## src/rtl/ram_port_arbiter_if.sv

```systemverilog
// ram_port_arbiter_if: client-side handshake bundle plus the shared RAM port.
// slave is the arbiter's view; master is the clients/RAM side.
interface ram_port_arbiter_if #(
   parameter int unsigned NUM_CLIENTS = 2,
   parameter int unsigned ADDR_WIDTH  = 16,
   parameter int unsigned DATA_WIDTH  = 8
);
   logic [NUM_CLIENTS-1:0]            req;
   logic [NUM_CLIENTS-1:0]            wren;
   logic [NUM_CLIENTS*ADDR_WIDTH-1:0] address;
   logic [NUM_CLIENTS*DATA_WIDTH-1:0] data;
   logic [NUM_CLIENTS-1:0]            ack;
   logic [NUM_CLIENTS-1:0]            rvalid;
   logic [DATA_WIDTH-1:0]             rdata;
   logic [ADDR_WIDTH-1:0]             ram_address;
   logic [DATA_WIDTH-1:0]             ram_data;
   logic                              ram_wren;
   logic [DATA_WIDTH-1:0]             ram_q;

   modport slave (
      input  req, wren, address, data, ram_q,
      output ack, rvalid, rdata, ram_address, ram_data, ram_wren
   );

   modport master (
      output req, wren, address, data, ram_q,
      input  ack, rvalid, rdata, ram_address, ram_data, ram_wren
   );
endinterface

```

## src/rtl/ram_port_arbiter.sv

```systemverilog
// ram_port_arbiter: shares one synchronous RAM port among NUM_CLIENTS requesters
// with round-robin grant, req/ack handshake and tagged pipelined read return.
// Optional macro RAM_ARB_CLIENT0_PRIORITY_EN: client 0 gets strict priority and
// the round-robin pointer covers clients 1..NUM_CLIENTS-1 only.
module ram_port_arbiter #(
   parameter int unsigned NUM_CLIENTS = 2,
   parameter int unsigned ADDR_WIDTH  = 16,
   parameter int unsigned DATA_WIDTH  = 8,
   parameter int unsigned RD_LATENCY  = 3
) (
   input logic               clock,
   input logic               reset,
   ram_port_arbiter_if.slave bus
);
   localparam int unsigned PTR_W = (NUM_CLIENTS > 1) ? $clog2(NUM_CLIENTS) : 1;
`ifdef RAM_ARB_CLIENT0_PRIORITY_EN
   localparam int unsigned RR_FIRST = (NUM_CLIENTS > 1) ? 1 : 0;
`else
   localparam int unsigned RR_FIRST = 0;
`endif
   localparam int unsigned       RR_COUNT = NUM_CLIENTS - RR_FIRST;
   localparam logic [PTR_W-1:0]  PTR_RST  = PTR_W'(RR_FIRST);

   logic [PTR_W-1:0]       ptr_q, ptr_d;
   logic [ADDR_WIDTH-1:0]  ram_address_q, ram_address_d;
   logic [DATA_WIDTH-1:0]  ram_data_q, ram_data_d;
   logic                   ram_wren_q, ram_wren_d;
   logic [RD_LATENCY-1:0]  pipe_vld_q, pipe_vld_d;
   logic [PTR_W-1:0]       pipe_cli_q [RD_LATENCY];
   logic [PTR_W-1:0]       pipe_cli_d [RD_LATENCY];
   logic [NUM_CLIENTS-1:0] rvalid_q, rvalid_d;

   logic                   found_c;
   logic [PTR_W-1:0]       win_c;
   logic [NUM_CLIENTS-1:0] grant_c;
   logic [ADDR_WIDTH-1:0]  sel_addr_c;
   logic [DATA_WIDTH-1:0]  sel_data_c;
   logic                   sel_wren_c;
   logic                   adv_c;
   int unsigned            idx_c;

   // Grant search: first requester at or after ptr (wrapping); nothing while in reset.
   always_comb begin
      found_c = 1'b0;
      win_c   = '0;
      grant_c = '0;
      idx_c   = 0;
      if (!reset) begin
`ifdef RAM_ARB_CLIENT0_PRIORITY_EN
         if (bus.req[0]) begin
            found_c = 1'b1;
         end
`endif
         for (int unsigned k = 0; k < RR_COUNT; k++) begin
            idx_c = 32'(ptr_q) + k;
            if (idx_c >= NUM_CLIENTS) begin
               idx_c = idx_c - RR_COUNT;
            end
            if (!found_c && bus.req[PTR_W'(idx_c)]) begin
               found_c = 1'b1;
               win_c   = PTR_W'(idx_c);
            end
         end
      end
      for (int unsigned i = 0; i < NUM_CLIENTS; i++) begin
         grant_c[i] = found_c && (win_c == PTR_W'(i));
      end
   end

   // Route the winning client's request fields.
   always_comb begin
      sel_addr_c = '0;
      sel_data_c = '0;
      sel_wren_c = 1'b0;
      for (int unsigned i = 0; i < NUM_CLIENTS; i++) begin
         if (win_c == PTR_W'(i)) begin
            sel_addr_c = bus.address[i*ADDR_WIDTH +: ADDR_WIDTH];
            sel_data_c = bus.data[i*DATA_WIDTH +: DATA_WIDTH];
            sel_wren_c = bus.wren[i];
         end
      end
   end

   // Only round-robin clients move the pointer; client 0 holds it when it has priority.
   always_comb begin
`ifdef RAM_ARB_CLIENT0_PRIORITY_EN
      adv_c = (win_c != '0) || (NUM_CLIENTS == 1);
`else
      adv_c = 1'b1;
`endif
   end

   // Next state: RAM port capture, pointer advance, read-tag shift and rvalid decode.
   always_comb begin
      ptr_d         = ptr_q;
      ram_address_d = ram_address_q;
      ram_data_d    = ram_data_q;
      ram_wren_d    = 1'b0;
      pipe_vld_d    = '0;
      pipe_cli_d    = pipe_cli_q;
      rvalid_d      = '0;
      if (found_c) begin
         ram_address_d = sel_addr_c;
         ram_data_d    = sel_data_c;
         ram_wren_d    = sel_wren_c;
         if (adv_c) begin
            if (32'(win_c) == NUM_CLIENTS - 1) begin
               ptr_d = PTR_RST;
            end else begin
               ptr_d = win_c + PTR_W'(1);
            end
         end
      end
      pipe_vld_d[0] = found_c & ~sel_wren_c;
      pipe_cli_d[0] = win_c;
      for (int unsigned k = 1; k < RD_LATENCY; k++) begin
         pipe_vld_d[k] = pipe_vld_q[k-1];
         pipe_cli_d[k] = pipe_cli_q[k-1];
      end
      for (int unsigned i = 0; i < NUM_CLIENTS; i++) begin
         rvalid_d[i] = pipe_vld_q[RD_LATENCY-1] && (pipe_cli_q[RD_LATENCY-1] == PTR_W'(i));
      end
   end

   // State registers; reset discards in-flight reads.
   always_ff @(posedge clock) begin
      if (reset) begin
         ptr_q         <= PTR_RST;
         ram_address_q <= '0;
         ram_data_q    <= '0;
         ram_wren_q    <= 1'b0;
         pipe_vld_q    <= '0;
         rvalid_q      <= '0;
         for (int unsigned k = 0; k < RD_LATENCY; k++) begin
            pipe_cli_q[k] <= '0;
         end
      end else begin
         ptr_q         <= ptr_d;
         ram_address_q <= ram_address_d;
         ram_data_q    <= ram_data_d;
         ram_wren_q    <= ram_wren_d;
         pipe_vld_q    <= pipe_vld_d;
         rvalid_q      <= rvalid_d;
         for (int unsigned k = 0; k < RD_LATENCY; k++) begin
            pipe_cli_q[k] <= pipe_cli_d[k];
         end
      end
   end

   assign bus.ack         = grant_c;
   assign bus.rvalid      = rvalid_q;
   assign bus.rdata       = bus.ram_q;
   assign bus.ram_address = ram_address_q;
   assign bus.ram_data    = ram_data_q;
   assign bus.ram_wren    = ram_wren_q;
endmodule

```

## src/flat_wrapper.sv

```systemverilog
// flat-port wrapper written by rule: the top's interface ports become plain ports
module ram_port_arbiter_flat 
#(
   parameter int unsigned NUM_CLIENTS = 2,
   parameter int unsigned ADDR_WIDTH  = 16,
   parameter int unsigned DATA_WIDTH  = 8,
   parameter int unsigned RD_LATENCY  = 3
)
  (clock, reset, bus_req, bus_wren, bus_address, bus_data, bus_ram_q, bus_ack, bus_rvalid, bus_rdata, bus_ram_address, bus_ram_data, bus_ram_wren);
  ram_port_arbiter_if #(.NUM_CLIENTS(NUM_CLIENTS), .ADDR_WIDTH(ADDR_WIDTH), .DATA_WIDTH(DATA_WIDTH)) bus_i ();
  input logic clock;
  input logic reset;
  input wire logic [$bits(bus_i.req)-1:0] bus_req;
  input wire logic [$bits(bus_i.wren)-1:0] bus_wren;
  input wire logic [$bits(bus_i.address)-1:0] bus_address;
  input wire logic [$bits(bus_i.data)-1:0] bus_data;
  input wire logic [$bits(bus_i.ram_q)-1:0] bus_ram_q;
  output wire logic [$bits(bus_i.ack)-1:0] bus_ack;
  output wire logic [$bits(bus_i.rvalid)-1:0] bus_rvalid;
  output wire logic [$bits(bus_i.rdata)-1:0] bus_rdata;
  output wire logic [$bits(bus_i.ram_address)-1:0] bus_ram_address;
  output wire logic [$bits(bus_i.ram_data)-1:0] bus_ram_data;
  output wire logic [$bits(bus_i.ram_wren)-1:0] bus_ram_wren;
  assign bus_i.req = bus_req;
  assign bus_i.wren = bus_wren;
  assign bus_i.address = bus_address;
  assign bus_i.data = bus_data;
  assign bus_i.ram_q = bus_ram_q;
  assign bus_ack = bus_i.ack;
  assign bus_rvalid = bus_i.rvalid;
  assign bus_rdata = bus_i.rdata;
  assign bus_ram_address = bus_i.ram_address;
  assign bus_ram_data = bus_i.ram_data;
  assign bus_ram_wren = bus_i.ram_wren;
  ram_port_arbiter #(.NUM_CLIENTS(NUM_CLIENTS), .ADDR_WIDTH(ADDR_WIDTH), .DATA_WIDTH(DATA_WIDTH), .RD_LATENCY(RD_LATENCY)) u_core (.clock(clock), .reset(reset), .bus(bus_i));
endmodule
```

## config.mk

```make
export PLATFORM = sky130hd
export DESIGN_NAME = ram_port_arbiter_flat
export DESIGN_NICKNAME = d
export VERILOG_FILES = /design/src/rtl/ram_port_arbiter_if.sv /design/src/rtl/ram_port_arbiter.sv /design/src/flat_wrapper.sv
export SDC_FILE = /design/constraint.sdc
export NUM_CORES = 1
export LEC_CHECK = 0
export CELL_PAD_IN_SITES_DETAIL_PLACEMENT = 1
export CELL_PAD_IN_SITES_GLOBAL_PLACEMENT = 1
export CORE_MARGIN = 8
export CORE_UTILIZATION = 23
export CTS_CLUSTER_SIZE = 40
export DETAILED_ROUTE_END_ITERATION = 7
export MAX_ROUTING_LAYER = met4
export PLACE_DENSITY = 0.73
export REMOVE_ABC_BUFFERS = 1
export SETUP_SLACK_MARGIN = 0.5
export SKIP_CTS_REPAIR_TIMING = 1
export SLEW_MARGIN = 0
export SYNTH_ARGS = -nofsm -noshare
export SYNTH_HDL_FRONTEND = slang
export SYNTH_SLANG_ARGS = --single-unit
```

## constraint.sdc

```tcl
create_clock -name clock -period 1.3 [get_ports clock]
set_input_delay 0.26 -clock clock [delete_from_list [all_inputs] [get_ports clock]]
set_output_delay 0.26 -clock clock [all_outputs]
set_load 0.005 [all_outputs]
```

==> impl_metrics.ini, run 1 <==
[die]
rows = 29
die_x_um = 97.7
core_um2 = 6420
die_h_um = 97.7
io_pins = 99
start_util_pct = 23.9
die_area_um2 = 9550

[clock_tree]
cts_tree = done
cts_buffers = 5
path_clk_slew_ns = 0.07
cts_root_buf = clkbuf_8
htreeDepth = 2
numClockSinks = 34
clk_latency_ns = 0.28
clockBufferDepth = 2

[routing]
drc = 0
vias = 1548
wl_per_cell_um = 18.3
drt_pass1_iterations = 4
drt_iter0_drc = 105
vias_per_cell = 5.06
routed_wl_mm = 5.60
antenna_left = 0

[critical_path]
critPathMaxFanout = 5
worstPathArrival_ns = 1.10
regToRegStartpoint = u_core.ptr_q$_SDFFE_PP0P_
path_class = reg2out
cp-end-kind = primary output
worstSetupStartpoint = u_core.ptr_q$_SDFFE_PP0P_
worst_setup_path_start_kind = register
cp.required_ns = 1.04

[timing]
setup_slack_ns = -0.0579
rsz0062_at_grt = true
setup_tns_ns = -0.586
drv_slew = 0
fmax_mhz = 736
finalSetupViolCount = 24
period_share_pct = 104
finClkSkew_ns = 0.00381
tightest_slew_ns = 0.616
fin_crit_ns = 1.36
relSlewSlack_pct = 58.8
hold_slack_ns = 0.427
final_hold_viol_count = 0

[power]
ir_drop_uv = 339
p_int_uw = 1920
power_frac_clock_pct = 31.1
p_comb_share_pct = 23.3
seq_power_share_pct = 45.7
p_total_uw = 2600
switching_share_pct = 26.0
power.switching_uw = 675
p_per_area_nw_per_um2 = 1000
p_leak_uw = 0.00109

[yosys]
muxShareOfSynthArea_pct = 0
synth_compound_area_share_pct = 30.6
synth_fa_ha_area_share_pct = 0
yosysWarnings = 0
synth_top_area_share_pct = 44.3
ys_ff_latch = 34
post_synth_and_or_nand_nor_area_fraction_pct = 7.82
synth_cell_types = 21
syn_area_um2 = 1540
ys_seq_area_share_pct = 44.3
synth_top_cell_by_area = dfxtp_1
synthCells = 150
synth_xor_xnor_area_share_pct = 0
synth_area_leaders = dfxtp_1, a221o_1, a2111oi_0
synth_top_family_by_area = compound AO/OA/AOI/OAI gates
avgSynthCellArea_um2 = 10.2

[run]
maxCapViolCount = 0

[worst_hold_path]
hold_path.class = reg2reg
hold_start = u_core.pipe_cli_q[0]$_SDFF_PP0_

[placed_design]
io_buffers = 82
dp.cells = 295
gp_congestion = 0.719
dp_hpwl_mm = 3.85
dp_slack_ns = -0.882

[status]
violations = setup timing
status = finished with violations

[finish]
finish.net_count = 290
drive_gt1_share_pct = 44.1
layout_common_cells = clkdlybuf4s50_1, dfxtp_2, inv_1, a221o_1
final_common_cell = clkdlybuf4s50_1
instances_no_fill = 306
areaGrowthSynthToFinish_pct = 69.2
diodes = 0

[grt]
overflow = 0
grt_max_degree = 29
grt_pass1_vias = 1698
grt_pass1_wl_mm = 8.56
grt_usage_pct = 11.2
antenna_found_initial = 0
[cells in the mapped netlist, drive strengths merged]
library cell / number
a2111oi: 24
a21bo: 1
a21oi: 2
a221o: 24
and2: 2
and3b: 2
buf: 15
clkbuf: 9
dfxtp: 34
inv: 24
nand2b: 2
nand3: 1
nor2: 2
nor2b: 5
nor3: 1
nor3b: 1
or2: 1
[logic make-up (layout without fill, tap and decap cells)]
family	count (synthesis)	count (layout)
buffers and inverters	48	126
DFF	34	34
and+or+nand+nor	17	18
AOI/OAI and AO/OA	51	51
[registers in the layout, indices dropped and copies added, names as in the netlist]
name,count
u_core.pipe_vld_q,3
u_core.bus.rvalid,2
u_core.bus.ram_wren,1
u_core.bus.ram_address,16
u_core.pipe_cli_d,2
u_core.bus.ram_data,8
u_core.ptr_q,1
u_core.pipe_cli_q,1
[metal layers]
metal / global-route usage [%] / up-vias / part of all wire [%]
met2: 16.2 / 75 / 47
met4: 3.72 / 0 / 1.6
met3: 4.47 / 10 / 7.4
li1: - / 718 / -
met5: - / - / 0
met1: 13.8 / 745 / 44
[through the flow]
step	util [%]	area [µm²]
final	40.5	2600
after global routing	40.5	2600
after CTS	38.2	2450
after detailed placement	36.8	2360
after global placement	36.8	2360
after floorplan	-	1360
[cell type report]
cell class	count	area (µm²)
Inverter	24	90.1
Multi-Input combinational cell	69	749
Clock buffer	7	86.3
Sequential cell	34	712
Tap cell	77	96.3
Clock inverter	1	5.00
Timing Repair Buffer	94	861
Fill cell	722	3820
[power by group through the flow]
stage	logic (µW)	clock network, µW	registers, µW
after CTS	557	836	1160
after global routing	655	876	1190
after floorplan	141	0	1190
final	605	808	1190
after global placement	546	0	1190
after detailed placement	554	0	1180
[worst max-delay path, cell delays in order (launching register included)]
cell and delay, ns:
dfxtp_2 0.32, nand2b_4 0.13, and2_4 0.16, nor2_2 0.08, buf_2 0.11
[worst paths after layout]
kind	end	slack (ns)	cells past startpoint
setup reg to reg	u_core.bus.ram_address[1]$_SDFFE_PP0P_	-0.04	4
hold / removal	u_core.bus.rvalid[0]$_SDFF_PP0_	0.43	1
hold reg to reg	u_core.bus.rvalid[0]$_SDFF_PP0_	0.43	1
setup / recovery	bus_ack[0]	-0.06	4
No activity file was read; power rests on OpenSTA's default activity.
==> run 2, diff against run 1 <==
CTS_CLUSTER_DIAMETER = 200   (was not set)
GPL_TIMING_DRIVEN = 0   (was not set)
==> impl_metrics.ini, run 2 (synthesis results as in run 1) <==
[finish]
areaGrowthSynthToFinish_pct = 78.1
drive_gt1_share_pct = 44.7
instances_no_fill = 314
layout_common_cells = clkdlybuf4s50_1, dfxtp_2, inv_1, a221o_1, buf_6
diodes = 0
largest_reg_flops = 16
finish.net_count = 298
final_common_cell = clkdlybuf4s50_1

[critical_path]
cp-end-kind = primary output
worstReg2RegEnd = u_core.bus.ram_address[1]$_SDFFE_PP0P_
worstPathArrival_ns = 1.14
cp.required_ns = 1.04
path_class = reg2out
regToRegStartpoint = u_core.ptr_q$_SDFFE_PP0P_
critical_path.endpoint = bus_ack[0]
worstSetupStartpoint = u_core.ptr_q$_SDFFE_PP0P_
critPathMaxFanout = 3
worst_setup_path_start_kind = register
rr_worst_depth = 4
r2r_setup_slack_ns = -0.06

[routing]
vias = 1537
antenna_left = 0
drt_pass1_iterations = 4
vias_per_cell = 4.89
wl_per_cell_um = 20.1
drt_iter0_drc = 41
routed_wl_mm = 6.32
drc = 0

[die]
io_pins = 99
start_util_pct = 23.9
rows = 29
die_h_um = 97.7
die_area_um2 = 9550
core_um2 = 6420
die_x_um = 97.7

[run]
maxCapViolCount = 0

[timing]
fin_crit_ns = 1.40
final_hold_viol_count = 0
finalSetupViolCount = 21
setup_slack_ns = -0.101
fmax_mhz = 714
period_share_pct = 108
drv_slew = 0
tightest_slew_ns = 0.477
hold_slack_ns = 0.331
finClkSkew_ns = 0.00844
rsz0062_at_grt = true
relSlewSlack_pct = 68.1

[clock_tree]
path_clk_slew_ns = 0.08
clk_latency_ns = 0.29
htreeDepth = 2
numClockSinks = 34
cts_tree = done
cts_buffers = 5
cts_root_buf = clkbuf_8
clockBufferDepth = 2

[power]
p_per_area_nw_per_um2 = 1030
ir_drop_uv = 503
p_total_uw = 2830
p_leak_uw = 0.00115

[placed_design]
dp_hpwl_mm = 3.87
gp_congestion = 0.673
io_buffers = 82
dp_slack_ns = -1.87
dp.cells = 287

[worst_hold_path]
hold_path.class = in2reg

[grt]
overflow = 0
antenna_found_initial = 0
grt_max_degree = 35
grt_pass1_vias = 1670
grt_pass1_wl_mm = 8.84
grt_usage_pct = 11.8

[status]
violations = setup timing
status = finished with violations
## run 2: worst min path at each step
stage | startpoint | endpoint | cells past startpoint
final | bus_req[0] | u_core.ptr_q$_SDFFE_PP0P_ | 3
after detailed placement | u_core.pipe_cli_d[1]$_SDFF_PP0_ | u_core.pipe_cli_d[0]$_SDFF_PP0_ | 1
after floorplan | reset | u_core.ptr_q$_SDFFE_PP0P_ | 1
after global routing | bus_req[0] | u_core.ptr_q$_SDFFE_PP0P_ | 3
after CTS | u_core.pipe_cli_d[1]$_SDFF_PP0_ | u_core.pipe_cli_d[0]$_SDFF_PP0_ | 1
after global placement | u_core.pipe_cli_q[0]$_SDFF_PP0_ | u_core.bus.rvalid[0]$_SDFF_PP0_ | 1
## run 2: cell type report
cell class | instances | area, µm²
clock buffers | 5 | 68.8
clock inverters | 3 | 45.0
fillers | 711 | 3690
inverters | 24 | 90.1
multi-input cells | 72 | 763
flip-flops and latches | 34 | 714
well taps | 77 | 96.3
repair buffers | 99 | 958
## run 2: through the flow
stage,utilization (%),area (µm²),setup TNS [ns]
after floorplan,-,1360,-5.56
after global placement,35.5,2280,-61.87
after detailed placement,36.1,2320,-43.17
after CTS,37.9,2430,-35.71
after global routing,42.6,2740,-2.21
final,42.6,2740,-0.897
## run 2: worst max-delay path, stage by stage, from the launching register on
cell	delay, ns
dfxtp_2	0.34
nand2b_4	0.15
and2_4	0.16
nor2_1	0.08
buf_2	0.12
## run 2: power by group
part	internal, µW	leakage (µW)	total (µW)	switching, µW
sequential	1140	0.000289	1180	48.7
combinational	398	0.000810	651	252
clock	570	0.0000504	991	421
## run 2: metal layers
layer,global-route usage [%],up-vias,share of wire (%)
met5,-,-,0
met4,3.24,0,0.36
met3,4.97,2,6.4
met2,19.2,66,49
met1,13.0,736,45
li1,-,733,-
